File: config.mk
export PLATFORM = sky130hd
export DESIGN_NAME = regfile_wb_arbiter
export DESIGN_NICKNAME = d
export VERILOG_FILES = /design/src/rtl/mips_pkg.sv /design/src/rtl/rr_arbiter3.sv /design/src/rtl/regfile_wb_arbiter.sv
export SDC_FILE = /design/constraint.sdc
export NUM_CORES = 1
export LEC_CHECK = 0
export ABC_AREA = 0
export CORE_MARGIN = 2
export CORE_UTILIZATION = 35
export DETAILED_ROUTE_END_ITERATION = 16
export GPL_TIMING_DRIVEN = 1
export MAX_ROUTING_LAYER = met4
export PLACE_DENSITY = 0.75
export SLEW_MARGIN = 20
export SYNTH_ARGS = -nofsm -noshare
export SYNTH_HDL_FRONTEND = slang
export SYNTH_SLANG_ARGS = --single-unit
File: constraint.sdc
create_clock -name Clk -period 2 [get_ports Clk]
set_clock_uncertainty 0.1 [all_clocks]
set_input_delay 0.4 -clock Clk [delete_from_list [all_inputs] [get_ports Clk]]
set_output_delay 0.4 -clock Clk [all_outputs]
set_load 0.01 [all_outputs]
File: src/rtl/mips_pkg.sv
// Shared write-back definitions: register file geometry, requester ids and request bundle.
package mips_pkg;
  localparam int REG_ADDR_W = 5;
  localparam int REG_DATA_W = 32;

  localparam logic [1:0] WB_ALU    = 2'd0;
  localparam logic [1:0] WB_LOAD   = 2'd1;
  localparam logic [1:0] WB_MULDIV = 2'd2;

  typedef struct packed {
    logic                  valid;
    logic [REG_ADDR_W-1:0] regAddr;
    logic [REG_DATA_W-1:0] data;
  } wb_req_t;

  function automatic logic [1:0] rrNext(input logic [1:0] idx);
    case (idx)
      WB_ALU:  return WB_LOAD;
      WB_LOAD: return WB_MULDIV;
      default: return WB_ALU;
    endcase
  endfunction
endpackage

File: src/rtl/rr_arbiter3.sv
// Three-way one-hot arbiter with round-robin pointer or fixed priority (requester 0 first).
module rr_arbiter3
  import mips_pkg::*;
#(
  parameter int PRIORITY_MODE = 0
) (
  input  logic       i_clk,
  input  logic       i_rst_n,
  input  logic       i_stall,
  input  logic [2:0] i_valid,
  output logic [2:0] o_grant,
  output logic [1:0] o_winner
);

  logic [1:0] r_ptr;
  logic [1:0] w_idx;
  logic [1:0] w_winner;
  logic       w_found;
  logic [2:0] w_grant;

  // Fixed priority is round-robin search anchored at requester 0.
  always_comb begin
    w_grant  = '0;
    w_winner = WB_ALU;
    w_found  = 1'b0;
    w_idx    = (PRIORITY_MODE == 1) ? WB_ALU : r_ptr;
    if (i_rst_n && !i_stall) begin
      for (int k = 0; k < 3; k++) begin
        if (!w_found && i_valid[w_idx]) begin
          w_found  = 1'b1;
          w_winner = w_idx;
        end
        w_idx = rrNext(w_idx);
      end
    end
    if (w_found) w_grant[w_winner] = 1'b1;
  end

  always_ff @(posedge i_clk) begin
    if (!i_rst_n) begin
      r_ptr <= WB_ALU;
    end else if (w_found) begin
      r_ptr <= rrNext(w_winner);
    end
  end

  assign o_grant  = w_grant;
  assign o_winner = w_winner;

endmodule

File: src/rtl/regfile_wb_arbiter.sv
// Arbitrates three write-back requesters onto the register file write port through a
// one-cycle registered output stage, and exports the pending-destination mask.
module regfile_wb_arbiter
  import mips_pkg::*;
#(
  parameter int NUM_REQ       = 3,
  parameter int PRIORITY_MODE = 0,
  parameter int ADDR_W        = 5,
  parameter int DATA_W        = 32
) (
  input  logic                      Clk,
  input  logic                      Rst_n,
  input  logic [NUM_REQ-1:0]        Req_Valid,
  input  logic [NUM_REQ*ADDR_W-1:0] Req_Reg,
  input  logic [NUM_REQ*DATA_W-1:0] Req_Data,
  output logic [NUM_REQ-1:0]        Req_Ready,
  input  logic                      Stall,
  output logic [ADDR_W-1:0]         Write_Reg,
  output logic [DATA_W-1:0]         Write_Data,
  output logic                      RegWrite,
  output logic [1:0]                Grant_Id,
  output logic [2**ADDR_W-1:0]      Pending_Mask
);

  wb_req_t w_req [3];
  logic [2:0] w_grant;
  logic [1:0] w_winner;
  logic [2**ADDR_W-1:0] w_pendingMask;

  logic              r_regWrite;
  logic [ADDR_W-1:0] r_writeReg;
  logic [DATA_W-1:0] r_writeData;
  logic [1:0]        r_grantId;

  always_comb begin
    for (int i = 0; i < 3; i++) begin
      w_req[i].valid   = Req_Valid[i];
      w_req[i].regAddr = Req_Reg[i*ADDR_W +: ADDR_W];
      w_req[i].data    = Req_Data[i*DATA_W +: DATA_W];
    end
  end

  rr_arbiter3 #(.PRIORITY_MODE(PRIORITY_MODE)) u_arb (
    .i_clk    (Clk),
    .i_rst_n  (Rst_n),
    .i_stall  (Stall),
    .i_valid  (Req_Valid),
    .o_grant  (w_grant),
    .o_winner (w_winner)
  );

  // Writes to register 0 are accepted and latched but never enabled.
  always_ff @(posedge Clk) begin
    if (!Rst_n) begin
      r_regWrite  <= 1'b0;
      r_writeReg  <= '0;
      r_writeData <= '0;
      r_grantId   <= WB_ALU;
    end else begin
      r_regWrite <= 1'b0;
      if (|w_grant) begin
        r_regWrite  <= (w_req[w_winner].regAddr != '0);
        r_writeReg  <= w_req[w_winner].regAddr;
        r_writeData <= w_req[w_winner].data;
        r_grantId   <= w_winner;
      end
    end
  end

  always_comb begin
    w_pendingMask = '0;
    for (int i = 0; i < 3; i++) begin
      if (w_req[i].valid) w_pendingMask[w_req[i].regAddr] = 1'b1;
    end
    if (r_regWrite) w_pendingMask[r_writeReg] = 1'b1;
    w_pendingMask[0] = 1'b0;
  end

  assign Req_Ready    = w_grant;
  assign RegWrite     = r_regWrite;
  assign Write_Reg    = r_writeReg;
  assign Write_Data   = r_writeData;
  assign Grant_Id     = r_grantId;
  assign Pending_Mask = w_pendingMask;

endmodule

==> flow_summary.toml, run 1 <==
[yosys]
synth.yosys.warnings = 0
synth-edff-count = 0
synthArstFlopShare_pct = 0
syn_nets = 528
post_syn_area_sq_mm = 0.003317
synthesis.area_per_instance_sq_um = 8.070
yosysUniqueCellTypes = 46
synth_ff_type = "sky130_fd_sc_hd__dfxtp_1"
yosys_register_bits = 42
synthesis.instances = 411
synth_sequential_area_ratio_pct = 25.35

[die]
die_h_um = 101.4
core_sq_mm = 0.009196
die_x_um = 101.4
design.die.area_sq_mm = 0.01027
initial_core_util_pct = 36.07
placement_rows = 35
number_of_placed_i_o_pins = 192

[job]
max_cap_viol_count = 0

[place]
post-place-ws_ns = -0.8565
port-buffer-count = 190
gp_routability_congestion = 1.041
dp.cells = 755
dp_hpwl_um = 10770
detailed_place.area_sq_mm = 0.005822

[clock_tree]
cts-root-to-sink-buffers = 2
cts_tree = "built"
clock_tree.root_cell = "sky130_fd_sc_hd__clkbuf_8"
postCtsHoldBufs = 0
clock_sink_count = 42
cts_htree_levels = 2
cts_made_buffers = 5
register_clock_pin_slew_on_the_reported_worst_setup_and_hold_paths_ns = 0.09
worst_skew_pair.late_latency_ns = 0.29

[detailed_routing]
wl_um = 15180
detailedRoute.firstPassIterationCount = 5
drc = 0
number_of_nets_with_antenna_violations_after_routing = 0
detail_route.wl_per_cell_um = 19.27
drt-vias-per-instance = 5.799
routed-via-count = 4570
drt_iter0_markers = 292

[grt]
grt_overflow_total = 0
antenna_violations_before_repair = 0
grt_max_degree = 43
first_global_vias = 4478
globalRouteTotalUtil_pct = 28.56
global_route_wire_length_before_repair_um = 22770

[critical_path]
reg2reg_depth = 7
worst_setup_path_start_kind = "flip-flop"
worst_setup_path_end_kind = "output pin"
worstReg2RegEnd = "Write_Reg[3]$_SDFFE_PN0P_"
timing.critical_path.required_ns = 1.50
reg2reg_from = "u_arb.r_ptr[0]$_SDFFE_PN0N_"
worstPathMaxFanout = 6
timing.reg2reg.setup_slack_ns = 0.10
timing.critical_path.arrival_ns = 1.57
criticalPathCategory = "reg2out"

[final_layout]
share_of_post_route_cells_with_drive_strength_above_1_pct = 44.61
design_area_sq_mm = 0.006460
finalNonFillerCells = 788
syn2layout_area_growth_pct = 94.76
nets = 793
antennaDiodeCount = 0

[power_and_ir_drop]
power-per-cell-area_mw_per_mm2 = 448.9
share_of_total_power_in_the_clock_network_pct = 28.2
seqPwrFrac_pct = 32.7
power.switching_fraction_pct = 29.96
cellLeakagePower_nw = 2.749
power_report.internal_total_w = 0.002031
worst_case_vdd_ir_drop_mv = 0.3425
switching_power_w = 0.0008688
share_comb_of_total_power_pct = 39.1
post-layout-total-power_w = 0.002900

[timing]
finalHoldViolations = 0
final.period_utilization_pct = 103.3
final.setup.worst_slack_ns = -0.06512
timing.final.setup_violations = 15
whs_ns = 0.4064
rsz_0062_raised_after_global_routing = "true"
maxClockFrequency_mhz = 484.2
timing.final.crit_period_ns = 2.065
maxSlewViolCount = 0

[hold_path]
min_to = "Write_Reg[4]$_SDFFE_PN0P_"
holdCritStartpoint = "Req_Reg[4]"
whs_path_cells = 4
timing.hold.worst.class = "in2reg"

[outcome]
run_status = "finished with violations"
failing_checks = "setup timing"
synth_stat cells, drive strengths merged, types with 8 or more instances:
cell type	n	area, sq um
o21ai	40	200.2
nor2	21	83.83
a21oi	49	245.2
nand3b	10	75.07
a22oi	9	67.56
nor3b	8	60.06
nand2	51	191.4
clkbuf	24	90.09
o221ai	18	157.7
dfxtp	42	840.8
buf	20	151.4
a221oi	36	540.5
routing by layer:
layer,vias to the layer above,GRT usage (%),wire (um)
li1,2116,-,-
met5,-,-,0
met3,56,4.003,1102
met1,2148,34.44,6034
met2,250,48.50,7505
met4,0,10.29,539
logic make-up after synthesis:
group / synth area share (%)
DFF: 25.35
AOI/OAI and AO/OA: 45.34
and+or+nand+nor: 21.24
other: 0.1131
buffers and inverters: 7.959
how the worst max path moves through the flow:
stage / slack (ns) / from / cells past startpoint / end
global placement: -0.84 / Req_Valid[1] / 5 / Pending_Mask[16]
finish: -0.07 / Write_Reg[1]$_SDFFE_PN0P_ / 6 / Pending_Mask[10]
CTS: -0.04 / Write_Reg[0]$_SDFFE_PN0P_ / 6 / Pending_Mask[10]
detailed placement: -0.86 / Req_Reg[8] / 5 / Pending_Mask[16]
global route: -0.12 / Write_Reg[0]$_SDFFE_PN0P_ / 6 / Pending_Mask[2]
floorplan: 0.02 / Req_Reg[8] / 4 / Pending_Mask[16]
metrics by stage:
step           util, %  setup TNS [ns]
2_1_floorplan        -               0
3_5_place_dp     63.31          -43.94
6_report         70.24         -0.3891
5_1_grt          70.24          -1.710
3_3_place_gp     63.31          -42.46
4_1_cts          67.52         -0.1509
critical path, cell delays in order, from the launching register on:
cell	delay, ns
sky130_fd_sc_hd__dfxtp_2	0.33
sky130_fd_sc_hd__buf_6	0.13
sky130_fd_sc_hd__and3b_1	0.21
sky130_fd_sc_hd__buf_6	0.14
sky130_fd_sc_hd__a22oi_1	0.18
sky130_fd_sc_hd__o221ai_2	0.12
sky130_fd_sc_hd__buf_2	0.16
flip-flops by register name, indices dropped and copies added (netlist names):
signal and count:
RegWrite 1, u_arb.r_ptr 2, Write_Reg 5, Grant_Id 2
Write_Data 32
power groups by stage:
stage	clock network, W	logic, W	registers (W)
after floorplan	0	0.000354	0.000989
after global placement	0	0.00101	0.000959
after detailed placement	0	0.00102	0.000962
after CTS	0.000839	0.00107	0.000948
after global routing	0.000873	0.00120	0.000960
final	0.000818	0.00113	0.000949
layout make-up:
cell class / count / area, sq um
inverter: 6 / 22.52
tap: 111 / 138.9
clock inverter: 3 / 68.82
multi-input combinational: 319 / 2608
clock buffer: 5 / 68.82
fill: 730 / 2736
sequential: 42 / 863.3
timing repair buffer: 302 / 2690
timing repair:
item / 4_1_cts / 5_1_grt
setup endpoints to repair: 76 / 51
setup buffers: 18 / 11
gates resized for setup: 290 / 61
pin swaps: 27 / 27
cells in the final DEF, fill, tap and decap left out, types with 4 or more instances in the layout:
cell                              Yosys  final
sky130_fd_sc_hd__a21oi_1             49     44
sky130_fd_sc_hd__nor3_2               1      4
sky130_fd_sc_hd__buf_2                7     42
sky130_fd_sc_hd__o221ai_1            18      4
sky130_fd_sc_hd__dfxtp_1             42     34
sky130_fd_sc_hd__buf_6                5     33
sky130_fd_sc_hd__o211ai_1             6      6
sky130_fd_sc_hd__buf_4                8     80
sky130_fd_sc_hd__nand2_1             51     46
sky130_fd_sc_hd__nor2b_1              4      4
sky130_fd_sc_hd__o221ai_2             0     14
sky130_fd_sc_hd__or3b_4               0      6
sky130_fd_sc_hd__nand2_2              0      4
sky130_fd_sc_hd__a22oi_2              0      6
sky130_fd_sc_hd__a21oi_2              0      5
sky130_fd_sc_hd__dfxtp_4              0      5
sky130_fd_sc_hd__a211o_1              4      4
sky130_fd_sc_hd__inv_2                0      5
sky130_fd_sc_hd__nand3b_1            10     10
sky130_fd_sc_hd__a221o_1              4      4
sky130_fd_sc_hd__nor3b_2              0      4
sky130_fd_sc_hd__o22ai_1              5      4
sky130_fd_sc_hd__nor2_2               2      7
sky130_fd_sc_hd__o21ai_0             38     37
sky130_fd_sc_hd__clkdlybuf4s50_1      0    135
sky130_fd_sc_hd__a221oi_2            36     36
sky130_fd_sc_hd__clkbuf_8             0      5
sky130_fd_sc_hd__buf_12               0      5
sky130_fd_sc_hd__nor2_1              19     11
Note: power is estimated with default switching activity, not from simulation.
==> run 2, diff against run 1 <==
--- a/config.mk
+++ b/config.mk
@@ -6,6 +6,7 @@
 export NUM_CORES = 1
 export LEC_CHECK = 0
 export ABC_AREA = 0
+export ABC_CLOCK_PERIOD_IN_PS = 2000
 export CORE_MARGIN = 2
 export CORE_UTILIZATION = 35
 export DETAILED_ROUTE_END_ITERATION = 16
==> results of run 2 <==
No change in the layout: final DEF, timing and power equal those of run 1.
==> run 3, diff against run 2 <==
--- a/config.mk
+++ b/config.mk
@@ -7,6 +7,7 @@
 export LEC_CHECK = 0
 export ABC_AREA = 0
 export ABC_CLOCK_PERIOD_IN_PS = 2000
+export CAP_MARGIN = 20
 export CORE_MARGIN = 2
 export CORE_UTILIZATION = 35
 export DETAILED_ROUTE_END_ITERATION = 16
==> results of run 3 <==
No change in the layout: final DEF, timing and power equal those of run 1.
